### src/rtl/data_memory.sv
`default_nettype none
// ============================================================================
//  Module      : data_memory
//  Description : 256 x 8 byte-addressed data RAM for the load/store path.
//                Synchronous write, combinational read gated by MemRead,
//                asynchronous reset that clears the entire array.
//  Revision    : 1.0 - initial release
// ============================================================================
module data_memory #(
    parameter int ADDR_WIDTH = 8,
    parameter int DATA_WIDTH = 8
) (
    input  logic                  CLK,
    input  logic                  Reset,
    input  logic                  MemRead,
    input  logic                  MemWrite,
    input  logic [ADDR_WIDTH-1:0] DataAddress,
    input  logic [DATA_WIDTH-1:0] DataMemIn,
    output logic [DATA_WIDTH-1:0] DataMemOut
);

    localparam int c_DEPTH = 2 ** ADDR_WIDTH;

    // Plain unpacked array so a bench can preload it hierarchically.
    logic [DATA_WIDTH-1:0] r_mem [c_DEPTH];

    logic                  w_readEn;

    // Reset clears every word at once, so each location is a resettable flop.
    always_ff @(posedge CLK or posedge Reset) begin
        if (Reset) begin
            for (int i = 0; i < c_DEPTH; i++) begin
                r_mem[i] <= '0;
            end
        end else if (MemWrite) begin
            r_mem[DataAddress] <= DataMemIn;
        end
    end

    // Output is forced to a clean zero whenever the read is not enabled.
    assign w_readEn   = MemRead && !Reset;
    assign DataMemOut = w_readEn ? r_mem[DataAddress] : '0;

endmodule
`default_nettype wire

### config.mk
export PLATFORM = sky130hd
export DESIGN_NAME = data_memory
export DESIGN_NICKNAME = d
export VERILOG_FILES = /design/src/rtl/data_memory.sv
export SDC_FILE = /design/constraint.sdc
export NUM_CORES = 2
export LEC_CHECK = 0
export BUFFER_PORTS_ARGS = -buffer_cell sky130_fd_sc_hd__clkbuf_2
export CORE_MARGIN = 2
export CORE_UTILIZATION = 40
export DETAILED_ROUTE_END_ITERATION = 12
export PLACE_DENSITY = 0.59
export SYNTH_ARGS = -nofsm -noshare
export SYNTH_HDL_FRONTEND = slang
export SYNTH_SLANG_ARGS = --single-unit
### constraint.sdc
create_clock -name CLK -period 108.2 [get_ports CLK]
set_input_delay 5.41 -clock CLK [delete_from_list [all_inputs] [get_ports CLK]]
set_output_delay 5.41 -clock CLK [all_outputs]
set_load 0.05 [all_outputs]
# == Word-level counts from Yosys, hierarchy flattened ==
# Index checks and enable logic that the tools add are counted.
# op_classes
reduce_logical,3
bitwise_logic,1
mux,7
n_lt_le_gt_ge,2
# op_table
operator,n
bitwise mux 2048 bit,1
binary-select mux 8 bit (select 8 bit),1
demux 8 bit (select 8 bit),1
two-way mux 8 bit,4
"greater-or-equal comparator 9 bit, second input constant",1
"< comparator 9 x 1 -> 1 bit, second input constant",1
inverter 8 -> 9 bit,1
logical AND 1 bit,2
logical NOT 1 bit,1
# totals
wordCells,269
inputBits,20
register_bits,2048

# == Depth between registers and ports, before layout ==
# depth
word_depth,6
ltp_mapped,12

# == Worst setup path after synthesis ==
# No wires, ideal clock.
# synth_path
kind,input -> output
startpoint,input Reset
endpoint,output DataMemOut[0]
t_required_ps,102790
stages,3
slack_ps,44258
n_path_buf,0
arrival_time_ps,58532
path_cell_list,inv_1 nand2_1 a211oi_1
# synth_via
elab_chain_cells,3
# synth_rtl
element,line_no,source
start: declaration,14,"input logic Reset,"
logical NOT 1 bit,41,assign w_readEn = MemRead && !Reset;
logical AND 1 bit,41,
two-way mux 8 bit,42,assign DataMemOut = w_readEn ? r_mem[DataAddress] : '0;
end: declaration,19,output logic [DATA_WIDTH-1:0] DataMemOut
# Every way passes these cells.

# == Final worst setup path ==
# layout_path
startpoint,input DataAddress[0]
endpoint,output DataMemOut[1]
# layout_via
elab_chain_cells,5
# layout_rtl
element,line_no,source
start: declaration,17,"input logic [ADDR_WIDTH-1:0] DataAddress,"
inverter 8 -> 9 bit (not written as such),42,
binary-select mux 8 bit (select 8 bit),42,
two-way mux 8 bit (not written as such) (2 in a row),42,
two-way mux 8 bit,42,
# Every way passes these cells. The select of a mux whose other input is x is not followed.

==> summary.md <==
| Metric | Value |
|---|---|
| Fmax | 60.03 MHz |
| Cell area after synthesis | 94620 sq um |
| Biggest register | r_mem |
| Number of flip-flops in the largest register | 2048 |
| Worst Max-Slew Pin Slew | 1.343 ns |
| P&R area growth vs syn | 10.58% |
| Hold Path End | r_mem[1526]$_DFFE_PP0P_ |
| P_int | 1.304 mW |
| Clk root buf | clkbuf_16 |
| Final design utilization | 44.49% |
| Critical path's most frequent cell | buf_4 |
| Die H | 490.4 microns |
| Row count | 178 |
| RSZ-0062 raised after global routing | false |
| Setup tns final | 0 ns |
| FF-to-FF path depth | 1 |
| Fin crit period | 16.66 ns |
| Drc violations | 0 |
| Status | finished clean |
| Clock skew | 0 ns |
| Hold_sp | r_mem[1526]$_DFFE_PP0P_ |
| Drt pass-1 iters | 7 |
| Cts bufs inserted | 221 |
| Cells after synthesis | 6097 |
| Combinational Power Share | 7.8% |
| # hold bufs at CTS | 0 |
| Pleak | 49.00 nW |
| Most common cell after layout, fill and taps aside | mux2_2 |
| Post-synthesis sequential area ratio | 54.16% |
| Via Count | 54510 |
| Worst path max stage delay | 0.73 ns |
| Synth cell types | 70 |
| Share of cells above drive strength 1 | 50.77% |
| DR iter-0 viols | 4451 |
| Crit path DAT | 11.25 ns |
| Gpl congestion | 0.8261 |
| Asr flop ratio synth | 100.0% |
| Hold WC Path Type | reg -> reg |
| PostCTS Resize Cnt | 0 |
| Remaining antenna violation count after routing | 0 |
| P_sw | 0.4121 mW |
| Final hold violations | 0 |
| Largest regs | r_mem (2048) |
| Yosys top cell by area | dfrtp_1 |
| Initial antenna violation count | 11 |
| Final setup violating endpoints | 0 |
| Clock latency on the worst-skew pair | 0.86 ns |
| Number of flops mapped to enable cells by yosys | 0 |
| Crit path capture type | output port |
| Crit start category | primary input |
| Nets | 6039 |
| Reg2reg end | r_mem[1420]$_DFFE_PP0P_ |
| Initial core utilization | 40.23% |
| Largest net degree at the start of global routing | 185 |
| Wire per inst | 28.56 microns |
| Dpl hpwl | 168700 microns |
| Syn Area/Cell | 15.52 sq um |
| DR vias/cell | 5.823 |
| Clock transition at the registers of the reported paths | 0.05 ns |
| Critical-path maximum fanout | 81 |
| Most frequent cells in the layout | mux2_2, dfrtp_1, mux4_2, mux2i_1, clkbuf_16 |
| Synth Warn # | 0 |
| Clock power share | 44.4% |
| Crit path required time | 102.79 ns |
| Peak supply drop | 0.00001806 V |
| Setup CP Type | in -> out |
| Core Footprint | 235200 sq um |
| Sink Count | 2048 |
| Fin. max-slew vios | 0 |
| Worst setup path startpoint | DataAddress[0] |
| Max Cap Viol | 0 |
| Postcts setup bufs | 0 |
| Die area | 240500 sq um |
| Global-route wire length before repair | 402000 microns |
| Drt total wl | 267400 microns |
| Global Route Usage Sum | 22.17% |
| R2r setup slk | 107.40 ns |
| Crit-path cells | buf_8 > buf_4 > buf_4 > buf_12 > mux4_2 > a22o_1 > o21ai_0 > o211ai_1 > a2111oi_2 > a311oi_1 > clkbuf_2 |
| I/O Buffers | 27 |
| Syn Nets | 6117 |
| CTS Buffer Depth | 3 |
| GRT Residual Overflow | 0 |
| CTS tree | done |
| Pwr per Cell Area | 16.40 nW/um^2 |
| Switching share of power | 24.01% |
| Ports | 28 |
| Ys flop type | dfrtp_1 |
| Die W | 490.4 microns |
| Final Cycle Share | 15.40% |
| Hold Path Depth | 1 |
| Synth Register Bits | 2048 |
| Number of global-route vias before repair | 57450 |
| H-Tree Depth | 4 |
| Worst path slowest cell | buf_4 |
| Yosys top cell area share | 54.16% |
| Slew HR | 10.11% |
| Sequential Power Share | 47.8% |
| Ranking of synthesized cells by area | dfrtp_1, mux2_2, mux4_2 |
| RR Startpoint | r_mem[1420]$_DFFE_PP0P_ |
-- through the flow --
stage	power [mW]	hold slack [ns]	worst slack (ns)	area [sq um]	instances
after global placement	0.9638	0.4803	91.29	97230	8946
final	1.716	0.4950	91.54	104600	9362
after floorplan	0.9313	0.4708	44.26	94620	6097
after CTS	1.734	0.4983	91.35	104600	9358
after global routing	1.778	0.5054	91.23	104600	9359
after detailed placement	0.9684	0.4858	91.35	97230	8946
-- worst max-delay path: cells and delay by family --
kind	cells	cell delay, ns
buf+inv	5	2.74
compound gates	5	2.16
mux	1	0.60
-- power groups by stage --
stage | clock network, mW | registers, mW | logic (mW)
after floorplan | 0 | 0.833 | 0.0988
after global placement | 0 | 0.832 | 0.132
final | 0.763 | 0.821 | 0.133
after CTS | 0.779 | 0.820 | 0.135
after detailed placement | 0 | 0.834 | 0.135
after global routing | 0.810 | 0.824 | 0.143
-- cells in the mapped netlist (15+ instances only) --
cell,number
mux4_1,35
a22o_1,29
buf_2,81
mux2_2,2063
a22oi_1,79
mux2i_1,235
nor2_1,74
a211oi_1,15
nor2_4,60
o22ai_1,35
buf_8,29
a21oi_1,33
o21ai_0,49
buf_6,25
mux4_2,367
nor2_2,103
dfrtp_1,2048
a221oi_1,45
buf_4,23
clkbuf_1,255
nand2_1,154
nand3_1,34
-- cell families (layout without fill, tap and decap cells) --
| family | after synthesis | after routing | share of synthesized area, % |
|---|---|---|---|
| and+or+nand+nor | 517 | 517 | 3.131 |
| buffers and inverters | 454 | 565 | 2.855 |
| other | 0 | 4 | 0 |
| AOI/OAI and AO/OA | 369 | 369 | 2.871 |
| muxes | 2709 | 2709 | 36.98 |
| DFF | 2048 | 2048 | 54.16 |
-- metal layers --
metal  vias to the layer above  GRT usage, %  wire [microns]
li1                      22710             -               -
met1                     30110         31.60          120700
met2                      1292         34.89          125300
met3                       395         3.439           12970
met4                         2         6.883            8417
met5                         -             0              13
-- how the worst max path moves through the flow --
stage	end	slack, ns	cells past startpoint
floorplan	DataMemOut[0]	44.26	3
global placement	DataMemOut[1]	91.29	11
detailed placement	DataMemOut[1]	91.35	11
CTS	DataMemOut[1]	91.35	11
global route	DataMemOut[1]	91.23	11
finish	DataMemOut[1]	91.54	11
-- cell type report --
| type | instances | area (sq um) |
|---|---|---|
| Multi-Input combinational cell | 3595 | 40770 |
| Inverter | 5 | 27.53 |
| Antenna cell | 4 | 10.01 |
| Timing Repair Buffer | 148 | 1246 |
| Fill cell | 20910 | 130600 |
| Clock inverter | 57 | 605.6 |
| Sequential cell | 2048 | 51250 |
| Tap cell | 3150 | 3941 |
| Clock buffer | 355 | 6782 |
Note: power is estimated with default switching activity, not from simulation.
